File: config.mk
export PLATFORM = sky130hd
export DESIGN_NAME = pss_multi_peak_detector
export DESIGN_NICKNAME = d
export VERILOG_FILES = /design/src/rtl/pss_pkg.sv /design/src/rtl/pss_peak_window.sv /design/src/rtl/pss_multi_peak_detector.sv
export SDC_FILE = /design/constraint.sdc
export NUM_CORES = 2
export LEC_CHECK = 0
export ABC_AREA = 0
export BUFFER_PORTS_ARGS = -buffer_cell sky130_fd_sc_hd__buf_4
export CAP_MARGIN = 20
export CORE_ASPECT_RATIO = 1.4
export CORE_MARGIN = 2
export CORE_UTILIZATION = 60
export DETAILED_ROUTE_END_ITERATION = 8
export PLACE_DENSITY = 0.77
export SETUP_SLACK_MARGIN = 0.15
export SLEW_MARGIN = 20
export SYNTH_ARGS = -nofsm -noshare
export SYNTH_HDL_FRONTEND = slang
export SYNTH_SLANG_ARGS = --single-unit
File: constraint.sdc
create_clock -name clk_i -period 6.5 [get_ports clk_i]
set_input_delay 0.325 -clock clk_i [delete_from_list [all_inputs] [get_ports clk_i]]
set_output_delay 0.325 -clock clk_i [all_outputs]
set_load 0.05 [all_outputs]
File: src/rtl/pss_pkg.sv
// Shared types, constants and helpers for the PSS peak detector.
package pss_pkg;

    // Detector control states.
    typedef enum logic [1:0] {
        WARMUP  = 2'd0,
        ARMED   = 2'd1,
        HOLDOFF = 2'd2
    } peak_state_t;

    // Largest threshold shift accepted on detection_shift_i.
    localparam int unsigned SHIFT_MAX = 15;

    // Bit width needed to index n items, never less than one bit.
    function automatic int unsigned clog2_min1(input int unsigned n);
        return (n <= 1) ? 1 : $clog2(n);
    endfunction

endpackage

File: src/rtl/pss_peak_window.sv
// Per-channel sliding window: sample history, running sum of the previous
// WINDOW_LEN samples and the combinational hit compare for the current sample.
module pss_peak_window
    import pss_pkg::*;
#(
    parameter int unsigned IN_DW      = 32,
    parameter int unsigned WINDOW_LEN = 8
) (
    input  logic             clk_i,
    input  logic             reset_ni,
    input  logic             valid_i,
    input  logic [IN_DW-1:0] sample_i,
    input  logic [IN_DW-1:0] noise_limit_i,
    input  logic [3:0]       shift_i,
    output logic             hit_o
);

    localparam int unsigned LOG_W = $clog2(WINDOW_LEN);
    localparam int unsigned SUM_W = IN_DW + LOG_W;
    localparam int unsigned CMP_W = SUM_W + SHIFT_MAX;

    logic [IN_DW-1:0] win_q [WINDOW_LEN];
    logic [SUM_W-1:0] sum_q;
    logic [SUM_W-1:0] sum_d;
    logic [CMP_W-1:0] lhs;
    logic [CMP_W-1:0] rhs;

    // Running sum: add the incoming sample, drop the one leaving the window.
    always_comb begin
        sum_d = sum_q + SUM_W'(sample_i) - SUM_W'(win_q[WINDOW_LEN-1]);
    end

    // Exact compare: x * WINDOW_LEN against S * 2^shift, wide enough for no loss.
    always_comb begin
        lhs   = CMP_W'(sample_i) << LOG_W;
        rhs   = CMP_W'(sum_q) << shift_i;
        hit_o = (sample_i > noise_limit_i) && (lhs > rhs);
    end

    // History shift register and sum advance only on valid samples.
    always_ff @(posedge clk_i or negedge reset_ni) begin
        if (!reset_ni) begin
            for (int i = 0; i < int'(WINDOW_LEN); i++) begin
                win_q[i] <= '0;
            end
            sum_q <= '0;
        end else if (valid_i) begin
            win_q[0] <= sample_i;
            for (int i = 1; i < int'(WINDOW_LEN); i++) begin
                win_q[i] <= win_q[i-1];
            end
            sum_q <= sum_d;
        end
    end

endmodule

File: src/rtl/pss_multi_peak_detector.sv
// Multi-channel PSS peak detector: per-channel sliding-window hit detection,
// largest-magnitude arbitration, sample timestamping and detection hold-off.
// Optional feature: define PSS_PEAK_MAG_OUT_EN to add the peak_mag_o output.
module pss_multi_peak_detector
    import pss_pkg::*;
#(
    parameter int unsigned IN_DW      = 32,
    parameter int unsigned N_CH       = 3,
    parameter int unsigned WINDOW_LEN = 8,
    parameter int unsigned TIME_DW    = 32,
    parameter int unsigned HOLDOFF_DW = 16
) (
    input  logic                         clk_i,
    input  logic                         reset_ni,
    input  logic [N_CH*IN_DW-1:0]        s_axis_in_tdata,
    input  logic                         s_axis_in_tvalid,
    input  logic [IN_DW-1:0]             noise_limit_i,
    input  logic [3:0]                   detection_shift_i,
    input  logic [HOLDOFF_DW-1:0]        holdoff_i,
    input  logic                         enable_i,
    output logic                         peak_detected_o,
    output logic [clog2_min1(N_CH)-1:0]  peak_ch_o,
    output logic [TIME_DW-1:0]           peak_time_o
`ifdef PSS_PEAK_MAG_OUT_EN
    ,
    output logic [IN_DW-1:0]             peak_mag_o
`endif
);

    localparam int unsigned CH_W   = clog2_min1(N_CH);
    localparam int unsigned WARM_W = $clog2(WINDOW_LEN);

    // Per-channel window hits for the sample currently on the input.
    logic [N_CH-1:0] hit;

    // Stage 1 registers.
    logic                  s1_valid_q;
    logic                  s1_en_q;
    logic [N_CH-1:0]       s1_hit_q;
    logic [N_CH*IN_DW-1:0] s1_mag_q;
    logic [TIME_DW-1:0]    s1_time_q;

    // Timestamp of the next valid sample.
    logic [TIME_DW-1:0] ts_q;

    // Control state.
    peak_state_t           state_q, state_d;
    logic [WARM_W-1:0]     warm_q, warm_d;
    logic [HOLDOFF_DW-1:0] hold_q, hold_d;
    logic                  detect;

    // Arbitration result for the stage 1 sample.
    logic             win_found;
    logic [CH_W-1:0]  win_ch;
    logic [IN_DW-1:0] win_mag;

    // Output registers.
    logic               peak_detected_q;
    logic [CH_W-1:0]    peak_ch_q;
    logic [TIME_DW-1:0] peak_time_q;

    for (genvar k = 0; k < N_CH; k++) begin : g_ch
        pss_peak_window #(
            .IN_DW      (IN_DW),
            .WINDOW_LEN (WINDOW_LEN)
        ) u_win (
            .clk_i         (clk_i),
            .reset_ni      (reset_ni),
            .valid_i       (s_axis_in_tvalid),
            .sample_i      (s_axis_in_tdata[k*IN_DW +: IN_DW]),
            .noise_limit_i (noise_limit_i),
            .shift_i       (detection_shift_i),
            .hit_o         (hit[k])
        );
    end

    // Timestamp advances once per valid sample and wraps naturally.
    always_ff @(posedge clk_i or negedge reset_ni) begin
        if (!reset_ni) begin
            ts_q <= '0;
        end else if (s_axis_in_tvalid) begin
            ts_q <= ts_q + TIME_DW'(1);
        end
    end

    // Stage 1: capture hits, magnitudes, timestamp and enable of each sample.
    always_ff @(posedge clk_i or negedge reset_ni) begin
        if (!reset_ni) begin
            s1_valid_q <= 1'b0;
            s1_en_q    <= 1'b0;
            s1_hit_q   <= '0;
            s1_mag_q   <= '0;
            s1_time_q  <= '0;
        end else begin
            s1_valid_q <= s_axis_in_tvalid;
            if (s_axis_in_tvalid) begin
                s1_en_q   <= enable_i;
                s1_hit_q  <= hit;
                s1_mag_q  <= s_axis_in_tdata;
                s1_time_q <= ts_q;
            end
        end
    end

    // Arbitration: largest magnitude among hits; strict compare keeps lowest index on ties.
    always_comb begin
        win_found = 1'b0;
        win_ch    = '0;
        win_mag   = '0;
        for (int k = 0; k < int'(N_CH); k++) begin
            if (s1_hit_q[k] && (!win_found || (s1_mag_q[k*IN_DW +: IN_DW] > win_mag))) begin
                win_found = 1'b1;
                win_ch    = CH_W'(k);
                win_mag   = s1_mag_q[k*IN_DW +: IN_DW];
            end
        end
    end

    // Control next state: warm-up count, detection issue and hold-off countdown.
    always_comb begin
        state_d = state_q;
        warm_d  = warm_q;
        hold_d  = hold_q;
        detect  = 1'b0;
        if (s1_valid_q) begin
            unique case (state_q)
                WARMUP: begin
                    warm_d = warm_q + WARM_W'(1);
                    if (warm_q == WARM_W'(WINDOW_LEN - 1)) begin
                        state_d = ARMED;
                    end
                end
                ARMED: begin
                    if (s1_en_q && win_found) begin
                        detect = 1'b1;
                        if (holdoff_i != '0) begin
                            state_d = HOLDOFF;
                            hold_d  = holdoff_i;
                        end
                    end
                end
                HOLDOFF: begin
                    // The sample that brings the count to zero is still suppressed.
                    hold_d = hold_q - HOLDOFF_DW'(1);
                    if (hold_q == HOLDOFF_DW'(1)) begin
                        state_d = ARMED;
                    end
                end
                default: begin
                    state_d = WARMUP;
                end
            endcase
        end
    end

    // Control state registers.
    always_ff @(posedge clk_i or negedge reset_ni) begin
        if (!reset_ni) begin
            state_q <= WARMUP;
            warm_q  <= '0;
            hold_q  <= '0;
        end else begin
            state_q <= state_d;
            warm_q  <= warm_d;
            hold_q  <= hold_d;
        end
    end

    // Stage 2: detection pulse; channel and time hold until the next detection.
    always_ff @(posedge clk_i or negedge reset_ni) begin
        if (!reset_ni) begin
            peak_detected_q <= 1'b0;
            peak_ch_q       <= '0;
            peak_time_q     <= '0;
        end else begin
            peak_detected_q <= detect;
            if (detect) begin
                peak_ch_q   <= win_ch;
                peak_time_q <= s1_time_q;
            end
        end
    end

`ifdef PSS_PEAK_MAG_OUT_EN
    logic [IN_DW-1:0] peak_mag_q;

    // Winning magnitude, updated together with the channel.
    always_ff @(posedge clk_i or negedge reset_ni) begin
        if (!reset_ni) begin
            peak_mag_q <= '0;
        end else if (detect) begin
            peak_mag_q <= win_mag;
        end
    end

    assign peak_mag_o = peak_mag_q;
`endif

    assign peak_detected_o = peak_detected_q;
    assign peak_ch_o       = peak_ch_q;
    assign peak_time_o     = peak_time_q;

endmodule

==> run summary <==
The run finished with clean final reports. For this run, the post-layout net count is 5963. The tools report the number of H-tree levels as 3. The synthesized design spends more area on one cell type than any other, namely sky130_fd_sc_hd__dfrtp_1. TritonCTS built the clock tree.

Summing the areas of all compound-gate instances in the mapped netlist gives 9.97% of the synthesized area. Summed over all layers, the routed wires come to 148 mm. The final count of hold timing violations came out at 0.

The routed design could run at a clock period as short as 4.97 ns. The async set-or-reset flop fraction in the synthesized netlist was 100%; the fill cell instance count of the final layout was 7025. The proportion of synthesized chip area in sequential cells is 44.0%, and the synthesized instance count is 5130. Of the cells placed in the final design, the portion with a size suffix greater than 1 is 24.3%. The post-synthesis share of cell area spent on xor and xnor gates works out to 1.68%. The type of the tightest min-delay check is input port to register. The die covers 97200 µm². For this run, design rule violations remaining after detail routing come to 0. The logs give 93900 µm² for the core box area and 0 for the count of buffers added by post-CTS timing repair for setup. Summing the areas of all fa, ha and maj instances in the mapped netlist gives 11.4% of the synthesized area.

The first detailed-routing pass ran for 7 iterations. The highest clock frequency the design can meet is 201 MHz. For this design, the sink count on the clock tree is 998. Across the whole layout, storage elements account for 25000 µm². The count of vias placed by the detailed router came out at 39994. By startpoint and endpoint, the worst setup path is classified as register to register. The logs give 68.1% for the final core utilization and 0 for the max-cap violation count. The total nets after synthesis was 5744.

During I/O placement, the number of pins put on the boundary was 187. After detailed routing, the number of vias per cell comes to 6.01. In the final timing run, aggregate negative setup slack is 0 ns. The first global-routing pass estimated 231 mm of wire. The leakage power total came out at 30.2 nW. After legalization and detailed placement, the total HPWL measured 109 mm.

Synthesis inferred 998 register bits. The initial antenna violation count was 3. Entering global routing, the biggest net connects 200 pins. The count of buffers inserted at the top-level ports is 186, and the maximum vdd drop is 0.250 mV. Across the routed clock network, the largest skew measured is 0.0316 ns. The number of distinct library cells after synthesis is 91, and the cell count after placement is 6352.

The count of nets left with antenna violations after detail routing was 0. The worst setup path is captured at a register. The area fraction in and, or, nand and nor cells after synthesis is 7.56%.

The startpoint type of the worst setup path is a register. After clock tree synthesis, the clock-pin slew on the worst setup and hold paths is 0.07 ns. The horizontal extent of the die is 264 µm. Row generation in the floorplan step produced 133 rows. The global-route total usage across every layer was 30.9%. The data required time at the worst endpoint is 7.09 ns, and the post-synthesis mux area share is 20.4%. The number of pins with negative max-slew slack in the final report was 0; the transition time at the pin with the least slew margin was 1.21 ns.

The number of clock buffers added by TritonCTS is 98. By area, the combinational part of the netlist is dominated by multiplexers. The average footprint of a synthesized cell is 11.1 µm².

Data arrives at the worst endpoint at 5.55 ns. The leftover overflow at the end of global routing is 0, and the maximum buffer depth of the clock tree is 3. The mapped netlist covers 56800 µm².

The final cycle utilization of the critical path came out at 76.4%. Counting flops with a built-in enable in the synthesized netlist gives 0. The via count of the first global-routing pass was 40659. The synthesized design devotes to its leading area cell type 44.0% of total area. The average detailed-routed wire length per instance was 22.3 µm; the area occupied by multi-input gates was 29000 µm². The die is 368 µm tall.

For this design the ratio of total power to cell area is 465 nW/µm². The number of endpoints failing setup at the final stage was 0; the number of warnings issued by yosys was 0. The count of cells in the finished layout, fillers not included, comes to 6651. Number of DRC violations after detailed-routing iteration 0: 2964. Setup repair after global routing left no endpoint under its margin. The tools report the master cell of the clock root buffer as sky130_fd_sc_hd__clkbuf_16.

The tools report the tightest slew margin relative to the limit as 18.8%. After synthesis, the cell types taking the most area are sky130_fd_sc_hd__dfrtp_1 44%, sky130_fd_sc_hd__mux2_2 16%, sky130_fd_sc_hd__ha_1 8.1%. The largest fanout on the critical path was 41. In the synthesized netlist the dominant register cell turns out to be sky130_fd_sc_hd__dfrtp_1. The initial cell density of the core came out at 60.5%. The synthesis-to-layout area growth is 12.4%. Clock latency on the worst-skew pair, taken at its later pin, is 0.70 ns. The tools report the routability-driven placement congestion ratio as 0.929.
## through the flow
stage | hold WS [ns] | setup WS, ns | power, mW | area [µm²]
floorplan | 0.0294 | 1.99 | 20.0 | 56800
global placement | 0.455 | 1.59 | 22.9 | 59200
detailed placement | 0.460 | 1.57 | 23.3 | 59200
CTS | 0.0000659 | 1.55 | 29.7 | 63900
global route | 0.0347 | 1.10 | 32.0 | 63900
finish | 0.0418 | 1.53 | 29.7 | 63900
## worst max-delay path, cell delays in order (launching register included)
cell and delay (ns):
sky130_fd_sc_hd__dfrtp_1 0.65, sky130_fd_sc_hd__buf_4 0.30, sky130_fd_sc_hd__nand2_1 0.10, sky130_fd_sc_hd__ha_1 0.29, sky130_fd_sc_hd__and4_1 0.21, sky130_fd_sc_hd__and3_1 0.21, sky130_fd_sc_hd__nand3_1 0.13, sky130_fd_sc_hd__o21a_1 0.16
sky130_fd_sc_hd__nand2_1 0.06, sky130_fd_sc_hd__o211ai_1 0.23, sky130_fd_sc_hd__buf_4 0.41, sky130_fd_sc_hd__nor2_1 0.09, sky130_fd_sc_hd__a21oi_1 0.15, sky130_fd_sc_hd__ha_1 0.26, sky130_fd_sc_hd__a21o_1 0.16, sky130_fd_sc_hd__a21o_1 0.16
sky130_fd_sc_hd__a21oi_1 0.17, sky130_fd_sc_hd__o21ai_0 0.11, sky130_fd_sc_hd__a21oi_1 0.19, sky130_fd_sc_hd__o211ai_1 0.15, sky130_fd_sc_hd__a221oi_1 0.29, sky130_fd_sc_hd__nor2_1 0.10, sky130_fd_sc_hd__mux2_2 0.27
## registers in the layout, indices dropped and copies added, names as in the netlist
register and cells:
s1_hit_q 3, s1_valid_q 1, hold_q 16, peak_detected_o 1, g_ch.u_win.sum_q 105, ts_q 32, s1_time_q 32, state_q 2
peak_ch_o 2, s1_mag_q 96, warm_q 3, peak_time_o 32, s1_en_q 1, g_ch.u_win.win_q 672
## per-layer routing
metal  vias up  wire length [µm]  global-route usage [%]
li1      18427                 -                       -
met1     19940             57800                    37.6
met2      1206             72300                    52.2
met3       419              7870                    4.19
met4         2             10500                    19.2
met5         -                 8                       0
## synthesized netlist by cell type (10+ instances only)
cell,instances
sky130_fd_sc_hd__o21a_1,24
sky130_fd_sc_hd__inv_1,521
sky130_fd_sc_hd__nand3_1,72
sky130_fd_sc_hd__nand2_1,394
sky130_fd_sc_hd__o21bai_1,14
sky130_fd_sc_hd__nor4_1,19
sky130_fd_sc_hd__mux2_2,820
sky130_fd_sc_hd__xor2_1,38
sky130_fd_sc_hd__dfrtp_1,998
sky130_fd_sc_hd__o21ai_0,245
sky130_fd_sc_hd__o211a_1,13
sky130_fd_sc_hd__nor2b_1,25
sky130_fd_sc_hd__ha_1,366
sky130_fd_sc_hd__mux4_2,62
sky130_fd_sc_hd__fa_1,96
sky130_fd_sc_hd__mux2i_1,93
sky130_fd_sc_hd__o22ai_1,10
sky130_fd_sc_hd__buf_2,18
sky130_fd_sc_hd__xnor2_1,71
sky130_fd_sc_hd__nor3_1,47
sky130_fd_sc_hd__clkbuf_1,167
sky130_fd_sc_hd__and3_1,33
sky130_fd_sc_hd__a31oi_1,27
sky130_fd_sc_hd__nand4_1,70
sky130_fd_sc_hd__o211ai_1,24
sky130_fd_sc_hd__buf_1,26
sky130_fd_sc_hd__a21o_1,129
sky130_fd_sc_hd__or2_2,11
sky130_fd_sc_hd__nor2_1,204
sky130_fd_sc_hd__a211oi_1,10
sky130_fd_sc_hd__nand2b_1,25
sky130_fd_sc_hd__a21oi_1,300
## report_power, final
group,leakage (nW),total (mW),switching [mW],internal [mW]
logic,16.4,14.2,7.79,6.40
clock network,1.68,6.10,2.60,3.50
registers,12.1,9.40,1.42,7.98
total,30.2,29.7,11.8,17.9
## final timing paths
kind                                          start      endpoint  slack [ns]  cells after the start
max in group asynchronous                  reset_ni  s1_mag_q[23]        4.70                      3
min in group asynchronous                  reset_ni    hold_q[10]        0.23                      2
worst max register to register          s1_hit_q[0]  peak_ch_o[1]        1.53                     22
worst min register to register             ts_q[31]      ts_q[31]        0.47                      1
worst max-delay path                    s1_hit_q[0]  peak_ch_o[1]        1.53                     22
worst min-delay path            s_axis_in_tdata[17]  s1_mag_q[17]        0.04                      2
## layout make-up
type / instances / area share (%)
Tap cell: 1215 / 2.38
Multi-Input combinational cell: 3389 / 45.4
Clock buffer: 132 / 4.37
Timing Repair Buffer: 339 / 4.57
Clock inverter: 53 / 1.10
Inverter: 523 / 3.07
Sequential cell: 998 / 39.1
Antenna cell: 2 / 0.00784
## kinds of logic (layout without fill, tap and decap cells)
group / count (synthesis) / in the layout
compound gates: 903 / 903
xor+xnor: 109 / 109
other cells: 0 / 2
flops: 998 / 998
buf+inv: 743 / 1047
fa+ha+maj: 462 / 462
mux: 975 / 975
simple gates: 940 / 940
## placed cells by master (no fill, tap or decap), types with 19 or more instances in the layout
cell / netlist / routed
sky130_fd_sc_hd__mux2i_1: 93 / 93
sky130_fd_sc_hd__xor2_1: 38 / 38
sky130_fd_sc_hd__inv_1: 521 / 520
sky130_fd_sc_hd__o21ai_0: 245 / 245
sky130_fd_sc_hd__nor2_1: 204 / 204
sky130_fd_sc_hd__nand2_1: 394 / 393
sky130_fd_sc_hd__dfrtp_1: 998 / 998
sky130_fd_sc_hd__nand4_1: 70 / 70
sky130_fd_sc_hd__clkbuf_16: 0 / 99
sky130_fd_sc_hd__nand3_1: 72 / 72
sky130_fd_sc_hd__nor4_1: 19 / 19
sky130_fd_sc_hd__nand2b_1: 25 / 25
sky130_fd_sc_hd__clkbuf_8: 0 / 19
sky130_fd_sc_hd__mux4_2: 62 / 62
sky130_fd_sc_hd__nor2b_1: 25 / 25
sky130_fd_sc_hd__dlygate4sd3_1: 0 / 112
sky130_fd_sc_hd__mux2_2: 820 / 820
sky130_fd_sc_hd__o21a_1: 24 / 24
sky130_fd_sc_hd__xnor2_1: 71 / 71
sky130_fd_sc_hd__a21oi_1: 300 / 300
sky130_fd_sc_hd__buf_4: 5 / 218
sky130_fd_sc_hd__ha_1: 366 / 366
sky130_fd_sc_hd__o211ai_1: 24 / 24
sky130_fd_sc_hd__fa_1: 96 / 96
sky130_fd_sc_hd__a31oi_1: 27 / 26
sky130_fd_sc_hd__nor3_1: 47 / 46
sky130_fd_sc_hd__and3_1: 33 / 33
sky130_fd_sc_hd__a21o_1: 129 / 129
## timing repair
action,in CTS,in global routing
resized for setup,0,0
endpoints found under the hold margin,213,0
hold buffers,112,0
Power figures use the tool's default switching activity.
